`config.mk`:
```
export PLATFORM = sky130hd
export DESIGN_NAME = bpsk_demod
export DESIGN_NICKNAME = d
export VERILOG_FILES = /design/src/rtl/bpsk_demod.sv
export SDC_FILE = /design/constraint.sdc
export NUM_CORES = 1
export LEC_CHECK = 0
export CORE_MARGIN = 2
export CORE_UTILIZATION = 30
export DETAILED_ROUTE_END_ITERATION = 6
export HOLD_SLACK_MARGIN = 0.03
export PLACE_DENSITY = 0.44
export SYNTH_ARGS = -nofsm -noshare
export SYNTH_HDL_FRONTEND = slang
export SYNTH_SLANG_ARGS = --single-unit
```
`constraint.sdc`:
```
create_clock -name clk_sig -period 5.8 [get_ports clk_sig]
set_input_delay 1.74 -clock clk_sig [delete_from_list [all_inputs] [get_ports clk_sig]]
set_output_delay 1.74 -clock clk_sig [all_outputs]
set_load 0.05 [all_outputs]
```
`src/rtl/bpsk_demod.sv`:
```
// Coherent BPSK demodulator: multiplies rx by the aligned carrier,
// integrates over one bit and dumps a hard decision each boundary.
//
// Ports:
//   clk_sig, rst_n      clock, async active-low reset
//   sample_en           qualifies rx_sig, carrier_sig, bit_sync
//   rx_sig, carrier_sig 16-bit signed samples
//   bit_sync            current sample is the first of a bit
//   demod_bit/valid     decision and its one-cycle strobe
//   sync_err            bit_sync seen off the expected boundary
//   busy                FSM has left IDLE
module bpsk_demod #(
  parameter int SAMPLES_PER_BIT = 32,
  parameter int ACC_W = 40
) (
  input  logic        clk_sig,
  input  logic        rst_n,
  input  logic        sample_en,
  input  logic [15:0] rx_sig,
  input  logic [15:0] carrier_sig,
  input  logic        bit_sync,
  output logic        demod_bit,
  output logic        demod_valid,
  output logic        sync_err,
  output logic        busy
);

  localparam int CNT_W = $clog2(SAMPLES_PER_BIT);
  localparam logic [CNT_W-1:0] LAST_CNT =
    CNT_W'(SAMPLES_PER_BIT - 1);

  localparam logic [0:0] IDLE = 1'b0;
  localparam logic [0:0] RUN  = 1'b1;

  logic [0:0]       state;
  logic [CNT_W-1:0] cnt;
  logic [CNT_W-1:0] cnt_nxt;

  logic accept;
  logic resync;
  logic restart;
  logic first_nxt;
  logic last_nxt;

  logic s1_vld;
  logic s1_first;
  logic s1_last;

  logic signed [31:0] rx_x;
  logic signed [31:0] car_x;
  logic signed [31:0] prod_nxt;
  logic signed [31:0] prod;

  logic signed [ACC_W-1:0] prod_x;
  logic signed [ACC_W-1:0] acc;
  logic signed [ACC_W-1:0] sum;

  assign busy = (state == RUN);

  assign accept = sample_en & (busy | bit_sync);
  assign resync = busy & bit_sync & (cnt != '0);
  // Leaving IDLE and resync both start a fresh bit at this sample.
  assign restart = ~busy | resync;

  always_comb begin
    first_nxt = 1'b0;
    last_nxt  = 1'b0;
    cnt_nxt   = cnt;
    unique case (1'b1)
      restart: begin
        first_nxt = 1'b1;
        cnt_nxt   = CNT_W'(1);
      end
      (~restart & (cnt == LAST_CNT)): begin
        last_nxt = 1'b1;
        cnt_nxt  = '0;
      end
      default: begin
        first_nxt = (cnt == '0);
        cnt_nxt   = cnt + 1'b1;
      end
    endcase
  end

  // Low 32 bits of a 32x32 product of sign-extended 16-bit values
  // equal the exact 16x16 signed product.
  assign rx_x     = {{16{rx_sig[15]}}, rx_sig};
  assign car_x    = {{16{carrier_sig[15]}}, carrier_sig};
  assign prod_nxt = rx_x * car_x;

  always_ff @(posedge clk_sig or negedge rst_n) begin
    if (!rst_n) begin
      state    <= IDLE;
      cnt      <= '0;
      s1_vld   <= 1'b0;
      s1_first <= 1'b0;
      s1_last  <= 1'b0;
      prod     <= '0;
      sync_err <= 1'b0;
    end else begin
      s1_vld   <= accept;
      sync_err <= accept & resync;
      if (accept) begin
        state    <= RUN;
        cnt      <= cnt_nxt;
        s1_first <= first_nxt;
        s1_last  <= last_nxt;
        prod     <= prod_nxt;
      end
    end
  end

  assign prod_x = {{(ACC_W-32){prod[31]}}, prod};
  // A first product overwrites acc, which drops any partial bit.
  assign sum = s1_first ? prod_x : acc + prod_x;

  always_ff @(posedge clk_sig or negedge rst_n) begin
    if (!rst_n) begin
      acc         <= '0;
      demod_bit   <= 1'b0;
      demod_valid <= 1'b0;
    end else begin
      demod_valid <= s1_vld & s1_last;
      if (s1_vld) begin
        acc <= sum;
        if (s1_last) demod_bit <= ~sum[ACC_W-1];
      end
    end
  end

endmodule

```
# --- After elaboration in Yosys (flattened, before gate mapping) ---
# Index checks and enable logic that the tools add are counted.
classes:
  add_sub_neg: 2
  mul: 1
  eq_ne: 1
  mux: 4
  n_bitwise: 11
  n_reduce_logical: 3
ops:
  columns: ["op", "n"]
  rows:
  - ["adder 40 x 32 -> 40 bit", 1]
  - ["two-way mux 40 bit", 1]
  - ["multiplier 16 x 16 -> 32 bit", 1]
  - ["case mux 5 bit (2 select lines)", 1]
  - ["bitwise AND 1 bit", 6]
  - ["adder 5 x 1 -> 5 bit (second input constant)", 1]
  - ["== test 5 bit (second input constant)", 1]
  - ["logical NOT 5 bit", 1]
  - ["nonzero test 5 bit", 1]
  - ["NOT 1 bit", 3]
  - ["OR 1 bit", 2]
  - ["case mux 1 bit (2 select lines)", 1]
  - ["AND reduction 2 bit", 1]
  - ["two-way mux 1 bit", 1]
word_totals:
  reg_bits: 84
  output_inout_bits: 4

# --- Logic depth before layout (Yosys ltp) ---
logic_depth:
  ltp_word: 6
  depth_mapped: 25

# --- Worst setup path after synthesis ---
# Ideal clock, no wire load.
synth_path:
  kind: "input to register"
  from: "in rx_sig[7]"
  to: "reg prod[31]"
  t_arrival_ps: 7479
  required_time_ps: 5669
  setup_slack_ps: -1809
  path_stages: 25
  cell_sequence: "clkbuf_1 nand2_1 fa_1 inv_1 fa_1 inv_1 fa_1 inv_1 fa_1 fa_1 inv_1 fa_1 inv_1 ha_1 clkbuf_1 nand3_1 or3_1 a2111oi_0 a211o_1 nand3_1 a41oi_1 or4_1 a31oi_1 xnor2_1 o21ai_1"
synth_between:
  elab_chain_len: 1
synth_lines:
  columns: ["element", "line", "text"]
  rows:
  - ["start, declared", "19", "input logic [15:0] rx_sig,"]
  - ["multiplier 16 x 16 -> 32 bit", "89", "assign prod_nxt = rx_x * car_x;"]
  - ["end signal, assigned", "108", "prod <= prod_nxt;"]
  - ["end, declared", "52", "logic signed [31:0] prod;"]
# No other way between the ends.
# A chain may end at the register's enable or synchronous reset.

# --- Worst setup path in the final report ---
layout_path:
  from: "in rx_sig[14]"
  to: "reg prod[31]"
# Same word-level chain as after synthesis.

==> key figures <==
Flow run
  • Number of max-cap violations: 0

Yosys
  • Syn Inst Count: approximately 1700
  • Distinct cell type count after synthesis: slightly above 60
  • Synthesized Nets: 2155
  • Count of yosys warnings during synthesis: 0
  • Most instantiated flip-flop cell in the synthesis netlist: dfrtp_1
  • Count leader, synth: inv_1
  • Share of synthesized area occupied by flip-flops and latches: 0.138
  • Portion of synthesized cell area occupied by the leading cell type: 0.346
  • Biggest area consumer among synthesized cells: fa_1
  • #FFs+latches synth: 84
  • Cell area after technology mapping: about 15000 sq um
  • Synth Area per Inst: about 8.8 sq um
  • Async SR Flop Fraction: 1.00
  • Number of flops mapped to enable cells by yosys: 0
  • Leading post-synthesis cells by instance count: inv_1, fa_1, nand2_1
  • Largest cells by area after synthesis: fa_1, dfrtp_1, ha_1

Setup path
  • Type of origin of the critical path: input port
  • Delay of the slowest critical-path stage: 0.57 ns
  • Path type of the worst setup path: input port to flip-flop
  • CP required: 6.03 ns
  • Worst Setup End Kind: flip-flop
  • Most used cell along the critical path: fa_1
  • Worst reg2reg path endpoint: acc[38]
  • Beginning of the critical path: rx_sig[14]
  • Cell-by-cell listing of the critical path: buf_2 -> and2_4 -> fa_1 -> inv_1 -> fa_1 -> fa_1 -> inv_2 -> fa_1 -> fa_1 -> inv_1 -> fa_1 -> inv_2 -> ha_4 -> a21oi_4 -> o22ai_2 -> a21o_1 -> a211o_1 -> nand3_2 -> a41oi_2 -> or4_4 -> a31oi_4 -> xnor2_1 -> o21ai_1
  • Worst reg2reg path startpoint: prod[5]
  • Critical path's slowest cell: fa_1
  • Data arrival time of the critical path: between 7 and 8 ns
  • Worst Reg-to-Reg Cells: 11
  • End point of the critical path: prod[31]
  • Highest net fanout along the worst path: 5
  • Flop2flop setup slack: about 2.4 ns

Detailed routing
  • Count of unresolved DRC violations after routing: 0
  • Via total after detailed routing: 11600
  • Mean number of vias per cell: ~4.4
  • Routed Antenna Nets: 0
  • First-pass detailed-route iteration total: 4
  • Aggregate routed wire length: roughly 37 mm
  • Routed wirelength normalized by instance count: around 14 um
  • Starting DRC count in detailed routing: ~360

Die
  • Cell row count: between 80 and 90
  • Placeable Area: 50200 sq um
  • Effective utilization at floorplan: 0.304
  • Y dimension of the die: 229 um
  • Die ar.: between 50000 and 60000 sq um
  • # IOs: 40
  • Chip Width: between 200 and 250 um

Cells and area
  • Synthesis-to-layout area growth: 24.5%
  • Share of cells above drive strength 1: 0.204
  • Post-layout nets: around 2400
  • Non-filler cells, final: roughly 2600
  • Number of inserted filler cells in the final layout: just over 5000
  • Antenna diode instance count: 0

CTS
  • Root Buffer: clkbuf_16
  • Number of buffers created by CTS: 9
  • Count of hold-fix buffers inserted at cts: 0
  • Max Buffers Root-to-Sink: 2
  • Clock tree sinks: 84
  • Clock insertion delay at the later pin of the skew report: 0.37 ns
  • Clock slew at the register clock pins of the worst setup and hold paths: approximately 0.070 ns
  • TritonCTS clock tree: yes
  • Maximum level of the CTS H-tree: 3

Placed design
  • Routability cong.: around 0.84
  • Minimum setup slack after placement: -2.32 ns
  • Cell Count Post-Placement: between 2000 and 3000
  • Count of port buffers added during placement: 39
  • HPWL after detailed placement: ~32 mm

Global route
  • Wire length of the first global-routing pass: 63.6 mm
  • Number of global-route vias before repair: about 12000
  • Overflow left after global routing: 0
  • Overall global routing resource usage: 0.148
  • Maximum number of pins on one net before global-route repair: 77
  • Initial antenna violation count: 0

Outcome
  • Violations in the final reports: negative setup slack
  • Result of the run: finished, violations left

STA
  • Total negative slack for setup checks: -20.80 ns
  • Worst Setup Slack, final: -1.35 ns
  • Total count of hold-check failures in the final report: 0
  • Achievable frequency: approximately 140 MHz
  • Setup repair after global routing missed its margin: yes
  • Final critical path time including I/O delays and setup: slightly above 7 ns
  • Number of failing setup endpoints in the final timing report: 23
  • Worst slack on hold paths: 0.482 ns
  • Clock Skews: about 0.011 ns
  • Max Slew Vio Count: 0
  • Post-route clock period utilization: 1.23
  • Worst slew slack as a fraction of its limit: 0.475
  • Slew @ Worst Pin: ~0.8 ns

Min path
  • Worst min path class: flip-flop to flip-flop
==> how the worst min path moves through the flow <==
stage                     slack [ns]  depth (start not counted)        end  startpoint
final                           0.48                          2  demod_bit   demod_bit
after global routing            0.49                          1    acc[27]     acc[27]
after CTS                       0.49                          2  demod_bit   demod_bit
after detailed placement        0.47                          2  demod_bit   demod_bit
after global placement          0.47                          2    s1_last     s1_last
after floorplan                 0.45                          2    s1_last     s1_last
==> critical path: cells and delay by family <==
| family | cells | cell delay [ns] |
|---|---|---|
| AO/OA/AOI/OAI | 7 | 1.04 |
| XOR/XNOR | 1 | 0.13 |
| adder cells (fa/ha/maj) | 7 | 3.38 |
| buffers and inverters | 5 | 0.34 |
| AND/OR/NAND/NOR | 3 | 0.74 |
==> per-stage QoR <==
stage / util / instance area, sq um
floorplan: - / 15500
global placement: 0.359 / 18000
detailed placement: 0.359 / 18000
CTS: 0.375 / 18800
global route: 0.378 / 19000
finish: 0.378 / 19000
==> logic make-up (layout without fill, tap and decap cells) <==
| family | after synthesis | count (layout) | synth area share |
|---|---|---|---|
| mux | 7 | 7 | 0.00485 |
| simple gates | 512 | 512 | 0.159 |
| compound gates | 279 | 279 | 0.114 |
| flops | 84 | 84 | 0.138 |
| buf+inv | 393 | 619 | 0.0968 |
| fa+ha+maj | 387 | 387 | 0.447 |
| xor+xnor | 70 | 70 | 0.0402 |
==> registers in the layout, indices dropped and copies added (netlist names) <==
signal	cells
acc	40
prod	32
cnt	5
busy	1
demod_bit	1
demod_valid	1
s1_first	1
s1_last	1
s1_vld	1
sync_err	1
==> final cells by class <==
class	count	area, sq um	share of cell area
multi-input cells	1255	12200	0.645
repair buffers	268	2240	0.118
flip-flops and latches	84	2100	0.111
inverters	335	1260	0.0663
well taps	672	841	0.0443
clock buffers	10	229	0.0121
clock inverters	6	65.1	0.00343
==> per-layer routing <==
metal  part of all wire  vias up  global-route usage
met1               0.52     5661               0.217
met2               0.44      111               0.235
met3              0.020       29              0.0111
li1                   -     5839                   -
met5                  0        -                   0
met4              0.016        0              0.0408
==> what timing repair did <==
item	4_1_cts	5_1_grt
pin swaps	67	33
cloned	1	0
endpoints found under the setup margin	25	23
setup buffers	27	5
resized for setup	230	29
==> cell usage in the layout (no fill, tap or decap), types with 8 or more instances in the layout <==
| master | Yosys | routed |
|---|---|---|
| inv_1 | 333 | 317 |
| and2_1 | 133 | 114 |
| a31oi_1 | 15 | 13 |
| a21oi_1 | 104 | 90 |
| o21a_1 | 9 | 9 |
| buf_4 | 0 | 191 |
| and2_4 | 0 | 19 |
| ha_4 | 0 | 12 |
| nand2_1 | 211 | 200 |
| o21ai_1 | 2 | 13 |
| o21bai_1 | 8 | 8 |
| buf_6 | 0 | 41 |
| nand3_1 | 16 | 13 |
| inv_2 | 1 | 17 |
| xnor2_1 | 37 | 36 |
| buf_2 | 0 | 14 |
| dfrtp_1 | 84 | 82 |
| nand2b_1 | 19 | 18 |
| xor2_1 | 33 | 33 |
| nor2_1 | 95 | 93 |
| a21oi_2 | 0 | 10 |
| o21ai_0 | 63 | 45 |
| fa_2 | 0 | 15 |
| ha_1 | 124 | 110 |
| clkbuf_16 | 0 | 9 |
| fa_1 | 263 | 248 |
| nand2_2 | 0 | 9 |
| a21o_1 | 29 | 29 |
Power is left out: the tool's default activity adds up to more than one toggle a clock period on the data nets, which glitch-free logic cannot reach.
